$ cat src/rtl/regfile_mp_pkg.sv
// Shared definitions for the register-file family: sweep FSM state encoding and depth helper.
package regfile_mp_pkg;

    typedef enum logic {
        RF_CLEAR = 1'b0,
        RF_READY = 1'b1
    } rf_state_e;

    function automatic int unsigned rf_depth(input int unsigned regbits);
        return 32'd1 << regbits;
    endfunction

endpackage

$ cat src/rtl/regfile_mp_if.sv
// Decode/writeback-facing bus of the register file: one write port, NREAD packed read ports.
interface regfile_mp_if #(
    parameter int WIDTH   = 16,
    parameter int REGBITS = 4,
    parameter int NREAD   = 2
);
    logic                     regwrite;
    logic [REGBITS-1:0]       wa;
    logic [WIDTH-1:0]         wd;
    logic [NREAD*REGBITS-1:0] ra;
    logic [NREAD*WIDTH-1:0]   rd;
    logic                     busy;

    modport master (output regwrite, wa, wd, ra, input rd, busy);
    modport slave  (input regwrite, wa, wd, ra, output rd, busy);
endinterface

$ cat src/rtl/regfile_clear_seq.sv
// Post-reset clear sweep: walks every entry once, one per cycle, and flags busy until done.
module regfile_clear_seq
    import regfile_mp_pkg::*;
#(
    parameter int REGBITS = 4
) (
    input  logic               clk,
    input  logic               reset,
    output logic               busy,
    output logic               clr_we,
    output logic [REGBITS-1:0] clr_addr
);
    localparam int unsigned    DEPTH = rf_depth(REGBITS);
    // One extra pointer bit keeps the end-of-sweep compare free of wrap-around.
    localparam logic [REGBITS:0] LAST = (REGBITS + 1)'(DEPTH - 1);

    rf_state_e          state_q, state_d;
    logic [REGBITS:0]   ptr_q, ptr_d;

    // NOTE: sequential state uses non-blocking assignments so every register samples pre-edge values.
    always_ff @(posedge clk) begin
        if (reset) begin
            state_q <= RF_CLEAR;
            ptr_q   <= '0;
        end else begin
            state_q <= state_d;
            ptr_q   <= ptr_d;
        end
    end

    // NOTE: every output of this block gets a default first, so no path can infer a latch.
    always_comb begin
        state_d = state_q;
        ptr_d   = ptr_q;
        clr_we  = 1'b0;
        if (state_q == RF_CLEAR) begin
            clr_we = !reset;
            ptr_d  = ptr_q + 1'b1;
            if (ptr_q == LAST) state_d = RF_READY;
        end
    end

    assign busy     = (state_q == RF_CLEAR);
    assign clr_addr = ptr_q[REGBITS-1:0];

endmodule

$ cat src/rtl/regfile_mp.sv
// Multi-port register file: N combinational reads, one synchronous write, optional zero R0,
// write-to-read bypass and a self-clearing sweep after every reset.
module regfile_mp
    import regfile_mp_pkg::*;
#(
    parameter int WIDTH   = 16,
    parameter int REGBITS = 4,
    parameter int NREAD   = 2,
    parameter int ZERO_R0 = 1,
    parameter int BYPASS  = 1
) (
    input  logic         clk,
    input  logic         reset,
    regfile_mp_if.slave  bus
);
    localparam int unsigned DEPTH = rf_depth(REGBITS);

    logic [WIDTH-1:0]   ram [DEPTH];
    logic               busy;
    logic               clr_we;
    logic [REGBITS-1:0] clr_addr;
    logic               we;
    logic [REGBITS-1:0] waddr;
    logic [WIDTH-1:0]   wdata;
    logic               user_we;

    regfile_clear_seq #(.REGBITS(REGBITS)) u_clear_seq (
        .clk      (clk),
        .reset    (reset),
        .busy     (busy),
        .clr_we   (clr_we),
        .clr_addr (clr_addr)
    );

    assign bus.busy = busy;

    // The sweep owns the write port while busy; user writes to a hardwired R0 are dropped.
    assign user_we = !busy && bus.regwrite && !((ZERO_R0 != 0) && (bus.wa == '0));
    assign we      = clr_we || user_we;
    assign waddr   = clr_we ? clr_addr : bus.wa;
    assign wdata   = clr_we ? '0 : bus.wd;

    // NOTE: the storage array has no reset branch so it maps to distributed RAM; the sweep zeroes it.
    always_ff @(posedge clk) begin
        if (we) ram[waddr] <= wdata;
    end

    for (genvar g = 0; g < NREAD; g++) begin : g_rd
        logic [REGBITS-1:0] ra_g;
        logic [WIDTH-1:0]   rd_g;

        assign ra_g = bus.ra[g*REGBITS +: REGBITS];

        always_comb begin
            rd_g = ram[ra_g];
            if (busy || ((ZERO_R0 != 0) && (ra_g == '0))) begin
                rd_g = '0;
            end else if ((BYPASS != 0) && bus.regwrite && (ra_g == bus.wa)) begin
                rd_g = bus.wd;
            end
        end

        assign bus.rd[g*WIDTH +: WIDTH] = rd_g;
    end

endmodule

$ cat src/flat_wrapper.sv
// flat-port wrapper written by rule: the top's interface ports become plain ports
module regfile_mp_flat import regfile_mp_pkg::*;
#(
    parameter int WIDTH   = 16,
    parameter int REGBITS = 4,
    parameter int NREAD   = 2,
    parameter int ZERO_R0 = 1,
    parameter int BYPASS  = 1
)
  (clk, reset, bus_regwrite, bus_wa, bus_wd, bus_ra, bus_rd, bus_busy);
  regfile_mp_if #(.WIDTH(WIDTH), .REGBITS(REGBITS), .NREAD(NREAD)) bus_i ();
  input  logic clk;
  input  logic reset;
  input wire logic [$bits(bus_i.regwrite)-1:0] bus_regwrite;
  input wire logic [$bits(bus_i.wa)-1:0] bus_wa;
  input wire logic [$bits(bus_i.wd)-1:0] bus_wd;
  input wire logic [$bits(bus_i.ra)-1:0] bus_ra;
  output wire logic [$bits(bus_i.rd)-1:0] bus_rd;
  output wire logic [$bits(bus_i.busy)-1:0] bus_busy;
  assign bus_i.regwrite = bus_regwrite;
  assign bus_i.wa = bus_wa;
  assign bus_i.wd = bus_wd;
  assign bus_i.ra = bus_ra;
  assign bus_rd = bus_i.rd;
  assign bus_busy = bus_i.busy;
  regfile_mp #(.WIDTH(WIDTH), .REGBITS(REGBITS), .NREAD(NREAD), .ZERO_R0(ZERO_R0), .BYPASS(BYPASS)) u_core (.clk(clk), .reset(reset), .bus(bus_i));
endmodule
$ cat config.mk
export PLATFORM = sky130hd
export DESIGN_NAME = regfile_mp_flat
export DESIGN_NICKNAME = d
export VERILOG_FILES = /design/src/rtl/regfile_mp_pkg.sv /design/src/rtl/regfile_mp_if.sv /design/src/rtl/regfile_clear_seq.sv /design/src/rtl/regfile_mp.sv /design/src/flat_wrapper.sv
export SDC_FILE = /design/constraint.sdc
export NUM_CORES = 1
export LEC_CHECK = 0
export CORE_ASPECT_RATIO = 1.4
export CORE_UTILIZATION = 35
export CTS_BUF_LIST = sky130_fd_sc_hd__clkbuf_16
export CTS_CLUSTER_SIZE = 10
export DETAILED_ROUTE_END_ITERATION = 7
export PLACE_DENSITY = 0.57
export SYNTH_ARGS = -nofsm -noshare
export SYNTH_HDL_FRONTEND = slang
export SYNTH_SLANG_ARGS = --single-unit
$ cat constraint.sdc
create_clock -name clk -period 3.41 [get_ports clk]
set_clock_uncertainty 0.1 [all_clocks]
set_input_delay 0.682 -clock clk [delete_from_list [all_inputs] [get_ports clk]]
set_output_delay 0.682 -clock clk [all_outputs]
set_load 0.02 [all_outputs]
==> reports/results.ini <==
[status]
status=completed

[floorplanning]
rows=82
die_x_um=164
start_util_pct=35.6
core_area_um2=35900
io_pins=64
die-area_um2=37300
dieHeight_um=228

[placement]
port-buffer-count=63
hpwl_um=28100
place_congestion=0.868
placed_area_um2=14800

[logic_synthesis]
synth_cell_types=38
yosysWarnings=0
avgSynthCellArea_um2=15.7
syn-cell-area_um2=12800
synth_edf_count=256
synth_nets=850
synth-seq-cells=262
async_flop_share_pct=0
ys_seq_area_share_pct=61.1
postSynthCellCount=817
synth_flop_cell=edfxtp_1

[cts]
clkTransAtPathRegs_ns=0.05
cts_tree=done
cts_buffer_depth=3
hold_buffers=0
numCtsBuffers=30
root_buffer=clkbuf_16
clkSinkCount=262
clk_latency_ns=0.57
htree_num_levels=1

[hold_path]
hold_start=u_core.u_clear_seq.ptr_q[4]$_SDFFE_PP0N_
min_path_type=reg -> reg

[sta]
fin_crit_ns=3.36
final_hold_viol_count=0
fin_crit_sh_pct=98.5
slew_viol_final=0
tightest_slew_ns=1.12
finalSetupViolations=0
fmaxAchievable_ghz=0.298
max_slew_margin_pct=25.2

[setup_path]
critPathLaunchType=input pin
required_ns=2.63
end_kind=output port
crit_path_max_fanout=15
cp.arrival_ns=2.58
r2r_start=u_core.u_clear_seq.state_q$_SDFF_PP0_
criticalPathCategory=in -> out
startpoint=bus_ra[1]

[layout]
final_cell_area_um2=15800
drive_gt1_share_pct=32.8
area_delta_synth_final_pct=23.7
nets=1007
antennaDiodeCount=0

[routing]
vias_per_cell=5.95
vias=8611
drtIter0Drc=684
remaining_drc_errors=0
first_pass_iters=5
drt-total-wl_um=39500
routedWlPerCell_um=27.3
ant_nets=0

[global_route]
antenna_found_initial=0
grt_max_degree=26
grt_pass1_wl_um=57900
grt_usage_pct=21.4
overflow=0
grt_pass1_vias=8988

[pwr]
power_density_nw_per_um2=455
p_int_mw=5.51
switchingPower_mw=1.69
leakagePower_nw=5.56
ir_drop_uv=338
seqPwrFrac_pct=50.1
power_mw=7.20
combPwrFrac_pct=10.7
switching_share_pct=23.4
pwr-share-clk_pct=39.1

[run]
max_cap_violations=0

-- power groups by stage --
stage | combinational, mW | clock, mW | sequential [mW]
after floorplan | 0.404 | 0 | 3.67
after global placement | 0.719 | 0 | 3.67
after detailed placement | 0.722 | 0 | 3.68
after CTS | 0.748 | 2.87 | 3.61
after global routing | 0.809 | 2.97 | 3.61
final | 0.772 | 2.82 | 3.61
-- cell families after synthesis --
kind of cell,after synthesis,synth area share [%]
muxes,195,21.5
adders and majority gates,2,0.196
buffers and inverters,75,3.32
xor gates and xnor gates,11,0.753
DFF,262,61.1
and+or+nand+nor,101,4.13
AOI/OAI and AO/OA,171,9.01
-- layout make-up --
class | instances | area [µm²]
fill | 3246 | 20100
multi-input combinational | 480 | 4830
sequential | 262 | 7810
timing repair buffer | 194 | 1760
clock inverter | 12 | 50.0
tap | 462 | 578
inverter | 6 | 22.5
clock buffer | 31 | 776
-- flip-flops by register name, indices dropped and copies added (netlist names) --
name,flops
u_core.ram,256
u_core.u_clear_seq.ptr_q,5
u_core.u_clear_seq.state_q,1
-- per-stage QoR --
step           utilization [%]  setup slack (ns)  std cells  setup TNS [ns]  hold slack [ns]
2_1_floorplan                -             0.495        817               0            0.354
3_3_place_gp              41.1            -0.561       1400          -14.67            0.370
4_1_cts                   43.6          0.000289       1444               0            0.389
3_5_place_dp              41.1            -0.534       1400          -14.55            0.379
6_report                  44.1            0.0505       1447               0            0.385
5_1_grt                   44.1           -0.0187       1447         -0.0187            0.438
-- timing repair --
item / in CTS / in global routing
setup buffers: 1 / 1
pin swaps: 13 / 7
setup endpoints to repair: 32 / 20
gates cloned: 0 / 2
gates resized for setup: 198 / 20
-- metal layers --
layer,GRT usage [%],vias to the layer above,routed length [µm]
li1,-,3697,-
met1,24.6,4399,14400
met2,38.1,378,20800
met3,2.25,137,2020
met4,12.4,0,2270
met5,0,-,0
-- final timing paths --
path	to	slack, ns	depth (start not counted)
max	bus_rd[8]	0.05	9
min	u_core.u_clear_seq.ptr_q[4]$_SDFFE_PP0N_	0.38	2
max reg2reg	u_core.ram[2][8]$_DFFE_PP_	0.80	5
min reg2reg	u_core.u_clear_seq.ptr_q[4]$_SDFFE_PP0N_	0.38	2
-- layout by cell type, fill, tap and decap left out, types with 3 or more instances in the layout --
cell | synthesis | final
buf_12 | 0 | 18
o22ai_2 | 0 | 21
or2_1 | 3 | 3
o22ai_1 | 64 | 41
buf_4 | 10 | 114
mux2i_1 | 129 | 129
o31ai_1 | 32 | 32
buf_2 | 30 | 26
or3b_4 | 0 | 3
mux4_2 | 64 | 64
inv_1 | 5 | 16
clkbuf_16 | 0 | 33
clkdlybuf4s50_1 | 0 | 23
nand2_1 | 3 | 3
buf_6 | 9 | 6
dfxtp_1 | 6 | 6
a31oi_1 | 33 | 32
edfxtp_1 | 256 | 256
nor2_1 | 28 | 12
a211oi_2 | 0 | 11
a211oi_1 | 32 | 21
xnor2_1 | 9 | 9
and2_1 | 16 | 16
nand3_1 | 32 | 32
a21oi_1 | 5 | 5
nor2_2 | 0 | 16
-- cell usage after synthesis, drive strengths merged (3+ instances only) --
master,instances,area (µm²)
o31ai,32,240
nor2,28,105
or3b,4,35.0
mux4,64,1440
nand2,3,11.3
mux2i,129,1290
a21oi,5,25.0
and2,16,100
inv,6,22.5
a31oi,33,206
buf,50,330
or2,3,18.8
dfxtp,6,120
clkbuf,19,71.3
edfxtp,256,7690
o22ai,64,400
xnor2,9,78.8
nand3,32,160
a211oi,32,240
-- critical path, stage by stage --
cell and delay [ns]:
buf_2 0.30, buf_4 0.24, buf_12 0.17, buf_4 0.20, mux2i_1 0.24, o22ai_1 0.12
a211oi_1 0.23, a31oi_1 0.18, buf_4 0.20
Note: power is estimated with default switching activity, not from simulation.
